==> config.mk <==
export PLATFORM = sky130hd
export DESIGN_NAME = imem_arbiter
export DESIGN_NICKNAME = d
export VERILOG_FILES = /design/src/rtl/imem_arbiter_pkg.sv /design/src/rtl/imem_arb_burst_cnt.sv /design/src/rtl/imem_arbiter.sv
export SDC_FILE = /design/constraint.sdc
export NUM_CORES = 1
export LEC_CHECK = 0
export CORE_MARGIN = 10
export CORE_UTILIZATION = 30
export DETAILED_ROUTE_END_ITERATION = 8
export PLACE_DENSITY = 0.74
export SKIP_LAST_GASP = 1
export SLEW_MARGIN = 30
export SYNTH_ARGS = -nofsm -noshare
export SYNTH_HDL_FRONTEND = slang
export SYNTH_SLANG_ARGS = --single-unit
==> constraint.sdc <==
create_clock -name clk -period 2.57 [get_ports clk]
set_input_delay 0.514 -clock clk [delete_from_list [all_inputs] [get_ports clk]]
set_output_delay 0.514 -clock clk [all_outputs]
set_load 0.01 [all_outputs]
==> src/rtl/imem_arbiter_pkg.sv <==
// Shared encodings for the instruction-memory arbiter and boot sequencer.
package imem_arbiter_pkg;

  typedef enum logic {
    BOOT = 1'b0,
    RUN  = 1'b1
  } arb_state_t;

  localparam logic CHIP_ENABLE   = 1'b1;
  localparam logic CHIP_DISABLE  = 1'b0;
  localparam logic WRITE_ENABLE  = 1'b1;
  localparam logic WRITE_DISABLE = 1'b0;
  localparam logic ZERO_BIT      = 1'b0;

endpackage

==> src/rtl/imem_arb_burst_cnt.sv <==
// Saturating count of consecutive loader grants taken while a fetch waits.
module imem_arb_burst_cnt #(
  parameter int unsigned CNT_W = 3
) (
  input  logic             clk,
  input  logic             rst_n,
  input  logic             clear,
  input  logic             inc,
  input  logic [CNT_W-1:0] limit,
  output logic             at_limit
);

  logic [CNT_W-1:0] cnt;

  always_ff @(posedge clk or negedge rst_n) begin
    if (!rst_n) begin
      cnt <= '0;
    end else if (clear) begin
      cnt <= '0;
    end else if (inc && (cnt != limit)) begin
      cnt <= cnt + CNT_W'(1);
    end
  end

  assign at_limit = (cnt == limit);

endmodule

==> src/rtl/imem_arbiter.sv <==
// Single-port instruction-memory arbiter: fetch vs loader, boot gating, registered responses.
module imem_arbiter
  import imem_arbiter_pkg::*;
#(
  parameter int unsigned ADDR_W         = 32,
  parameter int unsigned DATA_W         = 32,
  parameter int unsigned MAX_LOAD_BURST = 4
) (
  input  logic              clk,
  input  logic              rst_n,
  input  logic              if_req,
  input  logic [ADDR_W-1:0] if_addr,
  output logic [DATA_W-1:0] if_inst,
  output logic              if_valid,
  output logic              stallreq,
  input  logic              ld_req,
  input  logic              ld_we,
  input  logic [ADDR_W-1:0] ld_addr,
  input  logic [DATA_W-1:0] ld_wdata,
  input  logic              ld_done,
  output logic              ld_gnt,
  output logic [DATA_W-1:0] ld_rdata,
  output logic              ld_rvalid,
  output logic              boot_done,
  output logic              mem_ce,
  output logic              mem_we,
  output logic [ADDR_W-1:0] mem_addr,
  output logic [DATA_W-1:0] mem_wdata,
  input  logic [DATA_W-1:0] mem_rdata
);

  localparam int unsigned CNT_W = $clog2(MAX_LOAD_BURST + 1);

  arb_state_t state_q, state_d;
  logic       fetch_gnt;
  logic       at_limit;

  always_ff @(posedge clk or negedge rst_n) begin
    if (!rst_n) begin
      state_q <= BOOT;
    end else begin
      state_q <= state_d;
    end
  end

  always_comb begin
    state_d = state_q;
    if ((state_q == BOOT) && ld_done) begin
      state_d = RUN;
    end
  end

  // Grants are qualified by rst_n so nothing reaches memory while reset is held.
  always_comb begin
    ld_gnt    = 1'b0;
    fetch_gnt = 1'b0;
    if (rst_n) begin
      case (state_q)
        BOOT: ld_gnt = ld_req;
        RUN: begin
          if (ld_req && (!if_req || !at_limit)) begin
            ld_gnt = 1'b1;
          end else if (if_req) begin
            fetch_gnt = 1'b1;
          end
        end
        default: ;
      endcase
    end
  end

  always_comb begin
    mem_ce    = CHIP_DISABLE;
    mem_we    = WRITE_DISABLE;
    mem_addr  = {ADDR_W{ZERO_BIT}};
    mem_wdata = {DATA_W{ZERO_BIT}};
    if (ld_gnt) begin
      mem_ce    = CHIP_ENABLE;
      mem_we    = ld_we ? WRITE_ENABLE : WRITE_DISABLE;
      mem_addr  = ld_addr;
      mem_wdata = ld_wdata;
    end else if (fetch_gnt) begin
      mem_ce   = CHIP_ENABLE;
      mem_addr = if_addr;
    end
  end

  assign stallreq  = if_req & ~fetch_gnt;
  assign boot_done = (state_q == RUN);

  imem_arb_burst_cnt #(
    .CNT_W (CNT_W)
  ) u_burst_cnt (
    .clk      (clk),
    .rst_n    (rst_n),
    .clear    (fetch_gnt | ~if_req),
    .inc      (ld_gnt & if_req),
    .limit    (CNT_W'(MAX_LOAD_BURST)),
    .at_limit (at_limit)
  );

  always_ff @(posedge clk or negedge rst_n) begin
    if (!rst_n) begin
      if_valid  <= 1'b0;
      ld_rvalid <= 1'b0;
      if_inst   <= '0;
      ld_rdata  <= '0;
    end else begin
      if_valid  <= fetch_gnt;
      ld_rvalid <= ld_gnt & ~ld_we;
      if (fetch_gnt) begin
        if_inst <= mem_rdata;
      end
      if (ld_gnt && !ld_we) begin
        ld_rdata <= mem_rdata;
      end
    end
  end

endmodule

==> results of run 1 <==
[layer usage]
metal  share of wire  GRT usage  wire [um]  vias to the layer above
met4           0.033    0.07787        515                        0
met1            0.34     0.1894       5230                     1481
met2            0.52     0.3384       8141                      159
li1                -          -          -                     1431
met5               0          0          0                        -
met3            0.11    0.07602       1671                       21
[logic make-up (layout without fill, tap and decap cells)]
group           count (synthesis)  in the layout  share of synthesized area
mux                            64             64                     0.2233
flops                          70             70                     0.5428
fa+ha+maj                       2              2                   0.007754
other cells                     0              1                          0
compound gates                 39             39                     0.1020
simple gates                   46             46                    0.09151
buf+inv                        20            307                    0.03257
[cell usage after synthesis, types with 2 or more instances]
master,instances,area share
a211oi_1,2,0.0047
a22o_1,32,0.087
and2_1,34,0.066
buf_1,2,0.0023
buf_2,6,0.0093
buf_6,3,0.010
clkbuf_1,6,0.0070
dfrtp_1,70,0.54
ha_1,2,0.0078
inv_1,3,0.0035
mux2_2,63,0.22
o21ai_0,2,0.0031
or2_2,2,0.0039
[sequential cells by signal, indices dropped and copies added (netlist names)]
register,flops
if_valid,1
ld_rdata,32
ld_rvalid,1
if_inst,32
u_burst_cnt.cnt,3
boot_done,1
[stage by stage]
stage | hold WS [ns] | setup WS, ns | instances
after global routing | 0.4000 | -0.04524 | 664
after detailed placement | 0.4841 | -0.3266 | 641
final | 0.3557 | -0.004679 | 665
after floorplan | 0.2184 | 0.4989 | 241
after CTS | 0.4999 | -0.06805 | 663
after global placement | 0.4699 | -0.3261 | 641
[final timing paths]
kind                                         start            to  slack [ns]  cells past startpoint
worst min register to register        ld_rdata[31]  ld_rdata[31]        0.51                      1
max in group asynchronous                    rst_n   if_inst[27]        1.76                      2
min in group clk                      ld_rdata[31]  ld_rdata[31]        0.51                      1
worst max register to register  u_burst_cnt.cnt[0]   if_inst[26]        0.60                      8
worst max-delay path                        ld_req        mem_ce      -0.005                      7
worst min-delay path                         rst_n   if_inst[30]        0.36                      2
[worst register-to-register path: stages (launching register included)]
cell     delay [ns]
dfrtp_1        0.40
inv_2          0.08
ha_4           0.15
nand2_1        0.12
a21oi_4        0.23
buf_4          0.14
buf_4          0.12
buf_4          0.25
mux2_2         0.37
[timing repair]
item / CTS / global route
endpoints found under the setup margin: 68 / 60
buffers inserted: 5 / 1
resized for setup: 109 / 88
hold endpoints to repair: 0 / 0
pin swaps: 2 / 1
gates cloned: 3 / 0
[where the power goes]
| group | internal, mW | total (mW) | leakage, nW | switching (mW) |
|---|---|---|---|---|
| combinational | 0.766 | 1.22 | 1.76 | 0.450 |
| sequential | 1.30 | 1.40 | 0.834 | 0.0983 |
| clock | 0.436 | 0.823 | 0.0842 | 0.387 |
[cell type report]
type / count / area share
repair buffers: 290 / 0.4377
flip-flops and latches: 70 / 0.2806
multi-input cells: 151 / 0.2238
well taps: 136 / 0.02725
clock buffers: 10 / 0.02044
clock inverters: 4 / 0.008016
inverters: 3 / 0.001804
diodes: 1 / 0.0004008
==> metrics.md, run 1 <==
| Metric | Value |
|---|---|
| Sequential share of the synthesized area | 0.5428 |
| Die area | 15,300 um2 |
| Synthesis-stage register bit count | 70 |
| Commonest non-fill, non-tap cell in the layout | clkdlybuf4s50_1 |
| Post-DP HPWL | 12,420 um |
| Crit path kind | in2out |
| Final instance area | about 6200 um2 |
| Placed Area | roughly 6100 um2 |
| Hold Vio Cnt, Final | 0 |
| Number of flops mapped to enable cells by yosys | 0 |
| Max-slew violations | 0 |
| Root buf cell | clkbuf_8 |
| GPL Wtd Cong | 0.9780 |
| Overall Power | 3.435 mW |
| Core area | roughly 10,000 um2 |
| CP Buf/Inv Count | 5 |
| Remaining antenna violation count | 0 |
| Crit path DAT | around 2.1 ns |
| Final setup viols | 1 |
| Failing checks | setup timing |
| Initial core utilization | 0.3098 |
| Share of layout cells above drive strength 1 | 0.3049 |
| Synth Area per Inst | 13.39 um2 |
| Final period util | 1.002 |
| Crit. End Element | primary output |
| Gr ovfl total | 0 |
| Max Cap Viol | 0 |
| H-tree levels | 3 |
| Yosys warnings | 0 |
| Final worst path period need | between 2 and 3 ns |
| Mapped Nets | around 380 |
| Worst hold path type | in2async |
| Iter 0 DRT Violations | 155 |
| Global-route wire length before repair | between 20,000 and 25,000 um |
| Register Area | 1752 um2 |
| Static Leakage | 2.678 nW |
| Top FF cell, synth | dfrtp_1 |
| Clk sink count | 70 |
| Tightest Pin Transition | 0.6464 ns |
| Fin Setup TNS | -0.004679 ns |
| Largest net degree at the start of global routing | 73 |
| Cell Pwr Density | 550.1 nW/um2 |
| Drt drc | 0 |
| Clk Latency, worst-skew pair | 0.33 ns |
| Most used cell, CP | buf_4 |
| VDD IR-drop max | 529.7 uV |
| Die Y | ~120 um |
| RSZ-0062 raised after global routing | yes |
| Standard-cell rows | 37 |
| GRT Resource Usage Total | 0.1883 |
| Synthesized instance count | 241 |
| Most frequent cells in the layout | 198 x clkdlybuf4s50_1, 70 x dfrtp_1, 63 x mux2_2, 42 x clkbuf_2, 34 x and2_1 |
| Via count | roughly 3,100 |
| Multi-input gate area | 1398 um2 |
| Pre-antenna DRT Iters | 4 |
| CP top delay family | buffers and inverters |
| Post-DR wirelength/cell | 23.40 um |
| Vias in the first global route | 3,370 |
| CTS Buf Count | 9 |
| Critical Path RT | slightly above 2 ns |
| Critical Path Fanout Max | 17 |
| WL final | 15,560 um |
| Finished Core Util | 0.5994 |
| DR vias/cell | 4.650 |
| Io pins | 269 |
| Fmax | 388.4 MHz |
| Layout fillers | ~890 |
| Syn Std Cell Area | between 3000 and 4000 um2 |
| Final #Nets | around 660 |
| Relative slew slack | 0.5691 |
| Post-cts hold buffer count | 0 |
| Clk slew on worst S/H paths | 0.07 ns |
| Die W | 123.7 um |
| CP max-delay cell | clkdlybuf4s50_1 |
| Async set or reset register ratio after synthesis | 1.000 |
| Worst setup SP type | input port |
| Area Overhead vs Synth | 93.49% |
| Final worst slack | -0.004679 ns |
| CTS tree | yes |
| CTS Buffer Depth | 2 |
| Post-synth cell types | 27 |
| Port Buf Inserts | between 200 and 300 |
| Crit-path cells | clkdlybuf4s50_1, buf_4, a21oi_4, buf_4, buf_12, or2_2, dlygate4sd2_1 |
| CP max stage delay | 0.49 ns |
| Clock skew | approximately 0.0053 ns |
| Antenna violations before repair | 1 |
| Status | finished, violations left |
Note: power is estimated with default switching activity, not from simulation.
==> run 2: changes to the inputs <==
--- a/config.mk
+++ b/config.mk
@@ -5,12 +5,13 @@
 export SDC_FILE = /design/constraint.sdc
 export NUM_CORES = 1
 export LEC_CHECK = 0
+export ABC_CLOCK_PERIOD_IN_PS = 2570
 export CORE_MARGIN = 10
 export CORE_UTILIZATION = 30
 export DETAILED_ROUTE_END_ITERATION = 8
 export PLACE_DENSITY = 0.74
 export SKIP_LAST_GASP = 1
-export SLEW_MARGIN = 30
+export SLEW_MARGIN = 20
 export SYNTH_ARGS = -nofsm -noshare
 export SYNTH_HDL_FRONTEND = slang
 export SYNTH_SLANG_ARGS = --single-unit
==> run 2 against run 1 <==
  * The run still ends with setup timing left
  * Worst setup slack about the same
  * Clock power hardly changed
  * Maximum frequency barely moved
  * Clock skew about the same
  * Hold slack gained 0.12 ns
  * Highest routed layer unchanged
  * Global-route usage is the same
  * Register-to-register slack hardly changed
  * Cell area about the same
  * Via count is 0.19% higher
  * Combinational power barely moved
==> metrics.md, run 2 (synthesized netlist as in run 1, its figures left out) <==
| Metric | Value |
|---|---|
| Final worst slack | -0.004711 ns (-0.00003175 ns) |
| Post-DP HPWL | 12,420 um (unchanged) |
| H-tree levels | 3 (unchanged) |
| Vias in the first global route | 3,370 (unchanged) |
| Remaining antenna violation count | 0 (unchanged) |
| Placed Area | 6128 um2 (unchanged) |
| GRT Resource Usage Total | 0.1883 (unchanged) |
| Post-DR wirelength/cell | 23.40 um (about the same) |
| Crit path kind | in2out |
| Crit path DAT | 2.06 ns (about the same) |
| Die Y | 123.7 um (unchanged) |
| Die area | 15,300 um2 (unchanged) |
| Worst slack, placed | -0.3266 ns (unchanged) |
| VDD IR-drop max | 529.7 uV (unchanged) |
| Cell Pwr Density | 550.3 nW/um2 (about the same) |
| Registers with the most flip-flops | if_inst x32, ld_rdata x32, u_burst_cnt.cnt x3 |
| Register Area | 1752 um2 (unchanged) |
| DR vias/cell | 4.659 (+0.19%) |
| Fmax | 388.4 MHz (about the same) |
| Drt drc | 0 (unchanged) |
| Port Buf Inserts | 268 (unchanged) |
| Max Cap Viol | 0 (unchanged) |
| Worst setup SP type | input port |
| Clk slew on worst S/H paths | 0.07 ns (about the same) |
| Via count | 3,098 (+0.19%) |
| Area Overhead vs Synth | 93.37% (about the same) |
| CTS tree | yes |
| Multi-input gate area | 1398 um2 (unchanged) |
| Die W | 123.7 um (unchanged) |
| Commonest non-fill, non-tap cell in the layout | clkdlybuf4s50_1 |
| Tightest Pin Transition | 0.8927 ns (+0.2463 ns) |
| Antenna violations before repair | 1 (unchanged) |
| Met3 usage in global routing | 0.07602 (unchanged) |
| Clk sink count | 70 (unchanged) |
| Clk Latency, worst-skew pair | 0.33 ns (about the same) |
| Final period util | 1.002 (about the same) |
| Gr ovfl total | 0 (unchanged) |
| Most used routing layer | met2 |
| Final setup viols | 1 (unchanged) |
| Initial core utilization | 0.3098 (unchanged) |
| WL final | 15,560 um (about the same) |
| Grt met2 use | 0.3384 (unchanged) |
| Clock skew | 0.005320 ns (-0.000001030 ns) |
| Most frequent cells in the layout | 198 x clkdlybuf4s50_1, 70 x dfrtp_1, 63 x mux2_2, 42 x clkbuf_2, 34 x and2_1 |
| Failing checks | setup timing |
| GPL Wtd Cong | 0.9780 (unchanged) |
| Standard-cell rows | 37 (unchanged) |
| Share of layout cells above drive strength 1 | 0.3049 (unchanged) |
| Largest net degree at the start of global routing | 73 (unchanged) |
| RSZ-0062 raised after global routing | yes |
| Final instance area | 6240 um2 (about the same) |
| Final #Nets | 661 (unchanged) |
| Global-route wire length before repair | 21,620 um (unchanged) |
| Status | finished, violations left |
| Layout fillers | 885 (unchanged) |
| GR Util met1 | 0.1894 (unchanged) |
| Core area | 10,420 um2 (unchanged) |
| Root buf cell | clkbuf_8 |
| Relative slew slack | 0.4049 (-0.1642) |
| Iter 0 DRT Violations | 159 (+2.6%) |
| Max-slew violations | 0 (unchanged) |
| Io pins | 269 (unchanged) |
| Pre-antenna DRT Iters | 4 (unchanged) |
| Hold Vio Cnt, Final | 0 (unchanged) |
| Static Leakage | 2.677 nW (about the same) |
| Critical Path Fanout Max | 17 (unchanged) |
| Final worst path period need | 2.575 ns (+0.00003175 ns) |
| Crit. End Element | primary output |
| Worst hold path type | in2async |
| CTS Buffer Depth | 2 (unchanged) |
| CTS Buf Count | 9 (unchanged) |
| Critical Path RT | 2.06 ns (about the same) |
-- run 2: cell types whose count changed in the layout (fill, tap and decap cells not counted) --
cell   change
buf_4      +1
buf_6      -1
-- run 2: routing by layer --
metal	vias to the layer above	wire (um)
met1	1487	5241
met5	-	0
met4	0	520
li1	1431	-
met2	159	8128
met3	21	1670
-- run 2: area by class of cell --
class                   count  area share
diodes                      1   0.0004010
clock buffers              10     0.02045
clock inverters             4    0.008021
inverters                   3    0.001805
multi-input cells         151      0.2240
flip-flops and latches     70      0.2807
well taps                 136     0.02727
repair buffers            290      0.4373
-- run 2: report_power, final --
group	switching, mW	internal (mW)
clock network	0.386	0.436
logic	0.450	0.765
registers	0.0983	1.30
-- run 2: final timing paths --
| check | from | endpoint | slack, ns | cells after the start |
|---|---|---|---|---|
| setup / recovery | ld_req | mem_ce | -0.005 | 7 |
| hold / removal | rst_n | if_inst[30] | 0.47 | 2 |
| setup reg to reg | u_burst_cnt.cnt[0] | if_inst[26] | 0.60 | 8 |
| hold reg to reg | ld_rdata[31] | ld_rdata[31] | 0.51 | 1 |
| max in group asynchronous | rst_n | if_inst[27] | 1.52 | 2 |
| min in group clk | ld_rdata[31] | ld_rdata[31] | 0.51 | 1 |
-- run 2: metrics by stage --
stage | hold WS (ns) | setup TNS (ns) | util | total power, mW | instances
floorplan | 0.2184 | 0 | - | 1.802 | 241
global placement | 0.4699 | -13.81 | 0.5883 | 2.639 | 641
detailed placement | 0.4841 | -14.55 | 0.5883 | 2.668 | 641
CTS | 0.4999 | -0.1067 | 0.6127 | 3.500 | 663
global route | 0.5200 | -0.2314 | 0.5988 | 3.624 | 664
finish | 0.4725 | -0.004711 | 0.5990 | 3.434 | 665
-- run 2: worst max-delay path: stages --
cell	delay (ns)
clkdlybuf4s50_1	0.49
buf_4	0.14
a21oi_4	0.06
buf_4	0.14
buf_12	0.14
or2_2	0.26
dlygate4sd2_1	0.30
-- run 2: repair_timing --
| item | CTS | global route |
|---|---|---|
| setup endpoints to repair | 68 | 60 |
| gates cloned | 3 | 0 |
| pin swaps | 2 | 1 |
| buffers inserted | 5 | 1 |
| gates resized for setup | 109 | 88 |
| hold buffers | 0 | 0 |
==> run 3: changes to the inputs <==
--- a/config.mk
+++ b/config.mk
@@ -9,6 +9,7 @@
 export CORE_MARGIN = 10
 export CORE_UTILIZATION = 30
 export DETAILED_ROUTE_END_ITERATION = 8
+export GPL_TIMING_DRIVEN = 0
 export PLACE_DENSITY = 0.74
 export SKIP_LAST_GASP = 1
 export SLEW_MARGIN = 20
==> run 3 against run 2 <==
  * The flow now finishes without violations
  * Flip-flop and latch count unchanged
  * Die area unchanged
  * Cell area increased by 0.24%
  * Power increased by 0.81%
  * Sequential share of layout area decreased by 0.067 points
  * Non-clock buffer count increased by 7
  * Core utilization increased by 0.14 points
  * Final cell count increased by 1.2%
  * Hold slack got worse by 0.43 ns
  * Wire length decreased by 3.1%
  * Largest cell class unchanged
==> metrics.md, run 3 (synthesized netlist as in run 1, its figures left out) <==
| Metric | Value |
|---|---|
| Hold Vio Cnt, Final | 0 (unchanged) |
| Iter 0 DRT Violations | 169 (+6.3%) |
| Clk Latency, worst-skew pair | 0.35 ns (+0.02 ns) |
| Most frequent cells in the layout | 197 x clkdlybuf4s50_1, 70 x dfrtp_1, 63 x mux2_2, 34 x and2_1, 32 x a22o_1 |
| Worst setup SP type | flop |
| Clock share of power | 0.249 (+0.009) |
| Post-placement cell count | 646 (+0.78%) |
| Final worst path period need | 2.490 ns (-0.08451 ns) |
| DR vias/cell | 4.655 (about the same) |
| Share of layout cells above drive strength 1 | 0.3091 (+0.004201) |
| Post-DP HPWL | 12,410 um (about the same) |
| Gate power share | 0.348 (-0.006) |
| Area Overhead vs Synth | 93.83% |
| Die Y | 123.7 um (unchanged) |
| Pre-antenna DRT Iters | 4 (unchanged) |
| Crit path DAT | 1.98 ns (-0.08 ns) |
| VDD IR-drop max | 408.8 uV (-23%) |
| CTS tree | yes |
| CP Buf/Inv Count | 4 (-1) |
| CP top delay family | buffers and inverters |
| Final setup viols | 0 (-1) |
| Switching fraction of total power | 0.2870 (+0.01487) |
| Reg power frac | 0.403 (-0.004) |
| CTS Buf Count | 9 (unchanged) |
| GPL Wtd Cong | 0.9532 (-2.5%) |
| Post-DR wirelength/cell | 22.39 um (-4.3%) |
| Finished Core Util | 0.6005 (+0.001441) |
| Clk sink count | 70 (unchanged) |
| Remaining antenna violation count | 0 (unchanged) |
| Final period util | 0.9690 (-0.03288) |
| Finished Layout Cells | 673 (+1.2%) |
| Int Power | 2.468 mW (-1.3%) |
| Clock skew | 0.008946 ns (+0.003626 ns) |
| Drt drc | 0 (unchanged) |
| Largest net degree at the start of global routing | 42 (-42%) |
| Crit. End Element | primary output |
| CP max stage delay | 0.37 ns (-0.12 ns) |
| Final instance area | 6255 um2 (+0.24%) |
| Static Leakage | 2.761 nW (+3.1%) |
| Tightest Pin Transition | 0.4272 ns (-0.4654 ns) |
| Io pins | 269 (unchanged) |
| Placed Area | 6097 um2 (-0.51%) |
| Antenna violations before repair | 1 (unchanged) |
| Crit-path cells | inv_2, ha_4, and4_4, nor2_4, buf_6, clkbuf_4, and2_1, clkdlybuf4s15_2 |
| H-tree levels | 3 (unchanged) |
| GRT Resource Usage Total | 0.1850 (-0.003379) |
| Status | finished clean |
| Die W | 123.7 um (unchanged) |
| Standard-cell rows | 37 (unchanged) |
| Crit path kind | reg2out |
| Gr ovfl total | 0 (unchanged) |
| Commonest non-fill, non-tap cell in the layout | clkdlybuf4s50_1 |
| Core area | 10,420 um2 (unchanged) |
| Final #Nets | 668 (+1.1%) |
| Fmax | 401.6 MHz (+3.4%) |
| Via count | 3,133 (+1.1%) |
| Registers with the most flip-flops | if_inst x32, ld_rdata x32, u_burst_cnt.cnt x3 |
| Max-slew violations | 0 (unchanged) |
| Global-route wire length before repair | 21,360 um (-1.2%) |
| Relative slew slack | 0.7143 (+0.3094) |
| CTS Buffer Depth | 2 (unchanged) |
| Fin Setup TNS | 0 ns (+0.004711 ns) |
| Die area | 15,300 um2 (unchanged) |
| Diode count | 0 (-1) |
| Vias in the first global route | 3,338 (-0.95%) |
| Clk slew on worst S/H paths | 0.08 ns (about the same) |
| RSZ-0062 raised after global routing | yes |
| Initial core utilization | 0.3098 (unchanged) |
| Critical Path Fanout Max | 10 (-7) |
| Cell Pwr Density | 553.4 nW/um2 (+0.57%) |
| Root buf cell | clkbuf_8 |
| Critical Path RT | 2.06 ns (about the same) |
| Max Cap Viol | 0 (unchanged) |
| Port Buf Inserts | 268 (unchanged) |
| Psw | 993.4 uW (+6.3%) |
| WL final | 15,070 um (-3.1%) |
| CP max-delay cell | dfrtp_1 |
| Worst hold path type | in2async |
[run 3: changes by cell type in the layout (fill, tap and decap cells not counted), sizes merged]
cell           previous run  this run
buf                      25        50
clkdlybuf4s15            18         5
dlygate4sd2               5        21
clkbuf                   52        35
bufinv                    1         0
diode                     1         0
bufbuf                    2         0
inv                       3         5
clkdlybuf4s50           198       197
[run 3: worst paths after layout]
| path | startpoint | to | slack, ns | cells after the start |
|---|---|---|---|---|
| max | u_burst_cnt.cnt[0] | mem_wdata[12] | 0.08 | 8 |
| max reg2reg | u_burst_cnt.cnt[0] | ld_rdata[11] | 0.62 | 7 |
| min | rst_n | if_inst[13] | 0.05 | 1 |
| max in group asynchronous | rst_n | ld_rdata[29] | 2.01 | 2 |
| min reg2reg | ld_rdata[31] | ld_rdata[31] | 0.50 | 1 |
| min in group clk | ld_rdata[31] | ld_rdata[31] | 0.50 | 1 |
[run 3: final cells by class]
type	count	area (um2)
Inverter	3	11.26
Sequential cell	70	1752
Timing Repair Buffer	280	2556
Buffer	17	175.2
Clock inverter	5	41.29
Clock buffer	11	151.4
Fill cell	900	4161
Multi-Input combinational cell	151	1398
Tap cell	136	170.2
[run 3: metrics by stage]
step                setup slack [ns]  power, mW  hold slack (ns)
finish                       0.07980      3.461          0.04734
global route                -0.06759      3.659          0.03582
CTS                        -0.001621      3.529          0.04398
detailed placement           -0.7313      2.660           0.4833
global placement              -3.400      2.629           0.4710
floorplan                     0.4989      1.802           0.2184
[run 3: per-layer routing]
metal,routed length (um),GRT usage,vias up
li1,-,-,1451
met1,5467,0.1967,1521
met2,7885,0.3308,148
met3,1600,0.08462,11
met4,104,0.03566,2
met5,13,0,-
[run 3: power groups by stage]
stage | Sequential, mW | Combinational [mW] | Clock (mW)
floorplan | 1.51 | 0.296 | 0
global placement | 1.41 | 1.22 | 0
detailed placement | 1.42 | 1.24 | 0
CTS | 1.40 | 1.24 | 0.889
global route | 1.43 | 1.29 | 0.947
finish | 1.40 | 1.20 | 0.862
[run 3: what timing repair did]
item | CTS | global route
pin swaps | 2 | 2
resized for setup | 189 | 41
setup endpoints to repair | 68 | 41
gates cloned | 0 | 0
setup buffers | 11 | 0
hold buffers | 0 | 0
